<file path="src/rtl/t03_fetch_sequencer_pkg.sv">
// Shared types and constants for the team_03 fetch sequencer.
package t03_pkg;

  typedef enum logic [1:0] {IDLE, FETCH, EXEC, FAULT} fetch_state_t;

  typedef enum logic [1:0] {
    F_NONE     = 2'b00,
    F_MISALIGN = 2'b01,
    F_TIMEOUT  = 2'b10
  } fault_code_t;

  localparam logic [1:0] CTRL_SEQ  = 2'b00;
  localparam logic [1:0] CTRL_JALR = 2'b01;
  localparam logic [1:0] CTRL_BR   = 2'b10;

  localparam int unsigned INSTR_BYTES = 4;

  function automatic logic is_misaligned(input logic [31:0] addr);
    return addr[1:0] != 2'b00;
  endfunction

endpackage

</file>
<file path="src/rtl/t03_fetch_sequencer_if.sv">
// Instruction-memory request/ack bundle between the fetch sequencer and imem.
interface t03_fetch_sequencer_if;
  logic        imem_req;
  logic [31:0] imem_addr;
  logic        imem_ack;
  logic [31:0] imem_data;

  modport master (output imem_req, output imem_addr, input imem_ack, input imem_data);
  modport slave  (input imem_req, input imem_addr, output imem_ack, output imem_data);
endinterface

</file>
<file path="src/rtl/t03_next_pc.sv">
// Next-PC selection from the branchControl redirect code, with alignment check.
module t03_next_pc
  import t03_pkg::*;
(
  input  logic [31:0] pc,
  input  logic [31:0] imm,
  input  logic [31:0] rs1_data,
  input  logic [1:0]  control,
  output logic [31:0] target,
  output logic        misaligned
);

  // JALR bit wins over the branch bit when both are set.
  always_comb begin
    target = pc + 32'(INSTR_BYTES);
    if ((control & CTRL_JALR) != 2'b00)
      target = (rs1_data + imm) & ~32'h1;
    else if ((control & CTRL_BR) != 2'b00)
      target = pc + imm;
    misaligned = is_misaligned(target);
  end

endmodule

</file>
<file path="src/rtl/t03_fetch_sequencer.sv">
// Program counter owner: fetches from imem, waits for execute, selects next PC,
// and parks in a sticky fault state on misaligned targets or fetch timeouts.
module t03_fetch_sequencer
  import t03_pkg::*;
#(
  parameter logic [31:0] RESET_PC     = 32'h0000_0000,
  parameter logic [7:0]  IMEM_TIMEOUT = 8'd255
) (
  input  logic                          clk,
  input  logic                          rst,
  input  logic                          en,
  t03_fetch_sequencer_if.master         imem,
  output logic [31:0]                   instr,
  output logic                          instr_valid,
  input  logic                          exec_done,
  input  logic [1:0]                    control,
  input  logic [31:0]                   imm,
  input  logic [31:0]                   rs1_data,
  output logic [31:0]                   pc,
  output logic [31:0]                   link_addr,
  output logic                          fault,
  output logic [1:0]                    fault_code,
  output logic [31:0]                   fault_pc
);

  fetch_state_t r_state;
  logic [31:0]  r_pc;
  logic [31:0]  r_instr;
  logic [7:0]   r_cnt;
  fault_code_t  r_fault_code;
  logic [31:0]  r_fault_pc;

  logic [31:0]  w_target;
  logic         w_misaligned;
  logic         w_timeout;

  t03_next_pc u_next_pc (
    .pc         (r_pc),
    .imm        (imm),
    .rs1_data   (rs1_data),
    .control    (control),
    .target     (w_target),
    .misaligned (w_misaligned)
  );

  // Widened compare so the counter never wraps before the limit is seen.
  assign w_timeout = (9'(r_cnt) + 9'd1) >= 9'(IMEM_TIMEOUT);

  always_ff @(posedge clk or posedge rst) begin
    if (rst) begin
      r_state      <= IDLE;
      r_pc         <= RESET_PC;
      r_instr      <= '0;
      r_cnt        <= '0;
      r_fault_code <= F_NONE;
      r_fault_pc   <= '0;
    end else begin
      case (r_state)
        IDLE: if (en) r_state <= FETCH;
        FETCH: begin
          if (imem.imem_ack) begin
            r_instr <= imem.imem_data;
            r_cnt   <= '0;
            r_state <= EXEC;
          end else if (w_timeout) begin
            r_fault_code <= F_TIMEOUT;
            r_fault_pc   <= r_pc;
            r_state      <= FAULT;
          end else begin
            r_cnt <= r_cnt + 8'd1;
          end
        end
        EXEC: begin
          if (exec_done) begin
            if (w_misaligned) begin
              r_fault_code <= F_MISALIGN;
              r_fault_pc   <= r_pc;
              r_state      <= FAULT;
            end else begin
              r_pc    <= w_target;
              r_state <= en ? FETCH : IDLE;
            end
          end
        end
        FAULT: r_state <= FAULT;
      endcase
    end
  end

  assign imem.imem_req  = (r_state == FETCH);
  assign imem.imem_addr = r_pc;
  assign instr          = r_instr;
  assign instr_valid    = (r_state == EXEC);
  assign pc             = r_pc;
  assign link_addr      = r_pc + 32'(INSTR_BYTES);
  assign fault          = (r_state == FAULT);
  assign fault_code     = r_fault_code;
  assign fault_pc       = r_fault_pc;

endmodule

</file>
<file path="src/flat_wrapper.sv">
// flat-port wrapper written by rule: the top's interface ports become plain ports
module t03_fetch_sequencer_flat import t03_pkg::*;
#(
  parameter logic [31:0] RESET_PC     = 32'h0000_0000,
  parameter logic [7:0]  IMEM_TIMEOUT = 8'd255
)
  (clk, rst, en, instr, instr_valid, exec_done, control, imm, rs1_data, pc, link_addr, fault, fault_code, fault_pc, imem_imem_req, imem_imem_addr, imem_imem_ack, imem_imem_data);
  t03_fetch_sequencer_if imem_i ();
  input  logic clk;
  input  logic rst;
  input  logic en;
  output logic [31:0] instr;
  output logic instr_valid;
  input  logic exec_done;
  input  logic [1:0] control;
  input  logic [31:0] imm;
  input  logic [31:0] rs1_data;
  output logic [31:0] pc;
  output logic [31:0] link_addr;
  output logic fault;
  output logic [1:0] fault_code;
  output logic [31:0] fault_pc;
  output wire logic [$bits(imem_i.imem_req)-1:0] imem_imem_req;
  output wire logic [$bits(imem_i.imem_addr)-1:0] imem_imem_addr;
  input wire logic [$bits(imem_i.imem_ack)-1:0] imem_imem_ack;
  input wire logic [$bits(imem_i.imem_data)-1:0] imem_imem_data;
  assign imem_imem_req = imem_i.imem_req;
  assign imem_imem_addr = imem_i.imem_addr;
  assign imem_i.imem_ack = imem_imem_ack;
  assign imem_i.imem_data = imem_imem_data;
  t03_fetch_sequencer #(.RESET_PC(RESET_PC), .IMEM_TIMEOUT(IMEM_TIMEOUT)) u_core (.clk(clk), .rst(rst), .en(en), .imem(imem_i), .instr(instr), .instr_valid(instr_valid), .exec_done(exec_done), .control(control), .imm(imm), .rs1_data(rs1_data), .pc(pc), .link_addr(link_addr), .fault(fault), .fault_code(fault_code), .fault_pc(fault_pc));
endmodule
</file>
<file path="config.mk">
export PLATFORM = sky130hd
export DESIGN_NAME = t03_fetch_sequencer_flat
export DESIGN_NICKNAME = d
export VERILOG_FILES = /design/src/rtl/t03_fetch_sequencer_pkg.sv /design/src/rtl/t03_fetch_sequencer_if.sv /design/src/rtl/t03_next_pc.sv /design/src/rtl/t03_fetch_sequencer.sv /design/src/flat_wrapper.sv
export SDC_FILE = /design/constraint.sdc
export NUM_CORES = 1
export LEC_CHECK = 0
export BUFFER_PORTS_ARGS = -buffer_cell sky130_fd_sc_hd__buf_4
export CORE_MARGIN = 3
export CORE_UTILIZATION = 58
export DETAILED_ROUTE_END_ITERATION = 7
export GPL_TIMING_DRIVEN = 0
export PLACE_DENSITY = 0.93
export SKIP_CTS_REPAIR_TIMING = 1
export SLEW_MARGIN = 20
export SYNTH_ARGS = -nofsm -noshare
export SYNTH_HDL_FRONTEND = slang
export SYNTH_HIERARCHICAL = 1
export SYNTH_SLANG_ARGS = --single-unit
</file>
<file path="constraint.sdc">
create_clock -name clk -period 9.1 [get_ports clk]
set_input_delay 0.91 -clock clk [delete_from_list [all_inputs] [get_ports clk]]
set_output_delay 0.91 -clock clk [all_outputs]
set_load 0.01 [all_outputs]
</file>
==> key figures <==
Clock network
  – Max clock buf depth: 2
  – Clk slew on worst S/H paths: 70 ps
  – CTS tree: yes
  – CTS Sinks: 108
  – CTS H-tree lvls: 3
  – Clk_lat worst skew: 350 ps
  – CTS buffer count: 9
  – CTS Root Cell: clkbuf_16

Yosys
  – Leading register cell type out of synthesis: dfrtp_1
  – Commonest cells post-synth: 108 x dfrtp_1, 86 x a21oi_1, 79 x nand2_1
  – Ys async rst share: 100%
  – Post-synth EDFFs: 0
  – Seq/Total Area, Yosys: 28.6%
  – Post-synthesis cell type count: 75
  – Syn nets: 1,203
  – Area fraction of the dominant cell type after synthesis: 28.6%
  – Largest area contributor in the netlist: dfrtp_1
  – Syn Inst Count: a little over 1,000
  – Yosys warnings: 6
  – Synthesized area: 9440 um2
  – Mean Syn Cell Area: 9.13 um2
  – Top-count cell post-synth: dfrtp_1
  – Synth area leaders: dfrtp_1 29%, ha_1 8.6%, mux2_2 7.6%
  – Synthesized flop and latch total: 108

Placement
  – DP Wirelength: 23,600 um
  – Placed cells: 1,510
  – GPL Wtd Cong: 0.947
  – Port-buffer cells: 265

Final layout
  – Synth-to-Final Area Change: 27.6%
  – Final nets: 1,480
  – Register area: 2700 um2
  – Fill count: 1,042
  – Share of post-route cells with drive strength above 1: 33.1%
  – Footprint of the multi-input gates: ~6200 um2
  – Finished Core Util: 77.4%
  – Post-layout instance count excluding filler cells: 1,526
  – # diodes: 0

Die
  – I/O pin count: 268
  – DIE WIDTH: between 100 and 150 um
  – Starting Density: 60.7%
  – Die Area: 17,800 um2
  – Core area: 15,500 um2
  – Die H: between 100 and 150 um
  – FP Rows: 45

Power
  – Flop pwr share: between 20% and 30%
  – Comb pwr share: 60.2%
  – Pwr Density: 314 nW/um2
  – Clock power share: 10.7%
  – Net Sw Power: around 1.7 mW
  – Switching share of power: 44.1%
  – Max rail drop VDD: ~150 uV
  – Design Power: 3.78 mW
  – Internal power: 2.11 mW
  – P_leak: 5.90 nW

Outcome
  – Outcome: complete, no violations

Critical path
  – Type of origin of the critical path: primary input
  – Data arrival time of the critical path: 4200 ps
  – Critical path class: in -> reg
  – RR Startpoint: u_core/imem.imem_addr[4]
  – Critical Path Fanout Max: 10
  – Worst Path Required: 9330 ps
  – Critical path capture point type: flip-flop
  – Beginning of the critical path: control[0]

Timing
  – RSZ-0062 raised after global routing: false
  – Final Setup Violations: 0
  – Final setup skew: approximately 9.4 ps
  – Final Max Tran Viols: 0
  – Rel. slew slack: about 45%
  – Final setup TNS: 0 ps
  – Max Fclk: 0.252 GHz
  – Period utilization: 43.6%
  – Final hold violations: 0
  – Tmin final: 3970 ps
  – Worst-margin pin slew: between 800 and 900 ps
  – Hold WS: 507 ps

Route
  – DRC errors left: 0
  – Vias: 9,457
  – Post-route ant nets: 0
  – DR vias/cell: 6.20
  – Initial DRC Count: 980
  – Drt first pass iters: 5
  – Avg WL per Cell: 20.2 um
  – Drt total wl: 30,800 um

Global routing
  – Vias in the first global route: 9,115
  – Global route overflow: 0
  – Largest net degree at the start of global routing: 58
  – First-pass GRT wire length: 47,900 um
  – Initial antenna violation count: 0
  – Global-route usage over all layers: 33.0%

Min path
  – Hold Path Origin: u_core/instr[11]
  – Hold WC Path Type: reg -> reg

Flow run
  – Number of max-cap violations: 0
-- cell type report --
type / instances / share of cell area [%]
clock inverters: 6 / 0.582
plain buffers: 67 / 3.35
multi-input cells: 833 / 51.9
flip-flops and latches: 108 / 22.5
clock buffers: 10 / 1.99
repair buffers: 266 / 16.8
inverters: 25 / 0.821
well taps: 211 / 2.19
-- critical path: stages --
cell and delay [ps]:
clkbuf_1 500, buf_1 590, nor2_1 140, or2_2 360
nor3b_2 710, clkbuf_1 550, mux2_2 430
-- per-stage QoR --
| stage | cell area, um2 | setup WS [ps] |
|---|---|---|
| after global routing | 12000 | 5020 |
| after CTS | 12000 | 5260 |
| after detailed placement | 11700 | 4980 |
| after global placement | 11700 | 4320 |
| final | 12000 | 5130 |
| after floorplan | 9440 | 5340 |
-- final timing paths --
path	endpoint	slack, ps	depth (start not counted)
setup / recovery	u_core/imem.imem_addr[9]	5130	7
hold / removal	u_core/instr[11]	510	1
setup reg to reg	u_core/imem.imem_addr[27]	5380	11
hold reg to reg	u_core/instr[11]	510	1
max in group asynchronous	u_core/imem.imem_addr[24]	7860	3
min in group asynchronous	u_core/fault_pc[5]	590	2
-- registers in the layout, indices dropped and copies added (netlist names) --
| register | count |
|---|---|
| u_core/imem.imem_addr | 32 |
| u_core/fault_pc | 32 |
| u_core/fault_code | 2 |
| u_core/r_state | 2 |
| u_core/r_cnt | 8 |
| u_core/instr | 32 |
-- power by group through the flow --
stage	clock [mW]	combinational [mW]	sequential, mW
finish	0.403	2.27	1.10
global placement	0	2.16	1.07
detailed placement	0	2.23	1.08
CTS	0.406	2.25	1.08
global route	0.425	2.44	1.13
floorplan	0	1.28	1.04
-- cell usage in the layout, fill, tap and decap left out, types with 11 or more instances in the layout --
cell,count
buf_4,299
dfrtp_1,108
a21oi_1,86
nand2_1,79
nor2_1,69
ha_1,65
mux2_2,64
xnor2_1,61
o21ai_0,48
xor2_1,47
nand3_1,40
a21o_1,37
mux2_4,30
clkbuf_1,25
inv_1,23
and3_1,17
nand4_1,14
a211oi_1,14
or3_1,12
nor3_1,12
a31oi_1,11
-- per-layer routing --
metal | GRT usage [%] | wire length (um) | up-vias
met4 | 13.4 | 1040 | 0
met1 | 42.7 | 12200 | 4475
met3 | 5.55 | 2860 | 84
met5 | 0 | 0 | -
met2 | 55.1 | 14700 | 615
li1 | - | - | 4283
-- logic make-up after synthesis --
group,count (synthesis),synth area share [%]
and+or+nand+nor,286,14.8
AOI/OAI and AO/OA,268,18.8
xor gates and xnor gates,108,10.0
DFF,108,28.6
muxes,104,13.5
buffers and inverters,92,5.26
adders and majority gates,67,9.04
Power figures use the tool's default switching activity.
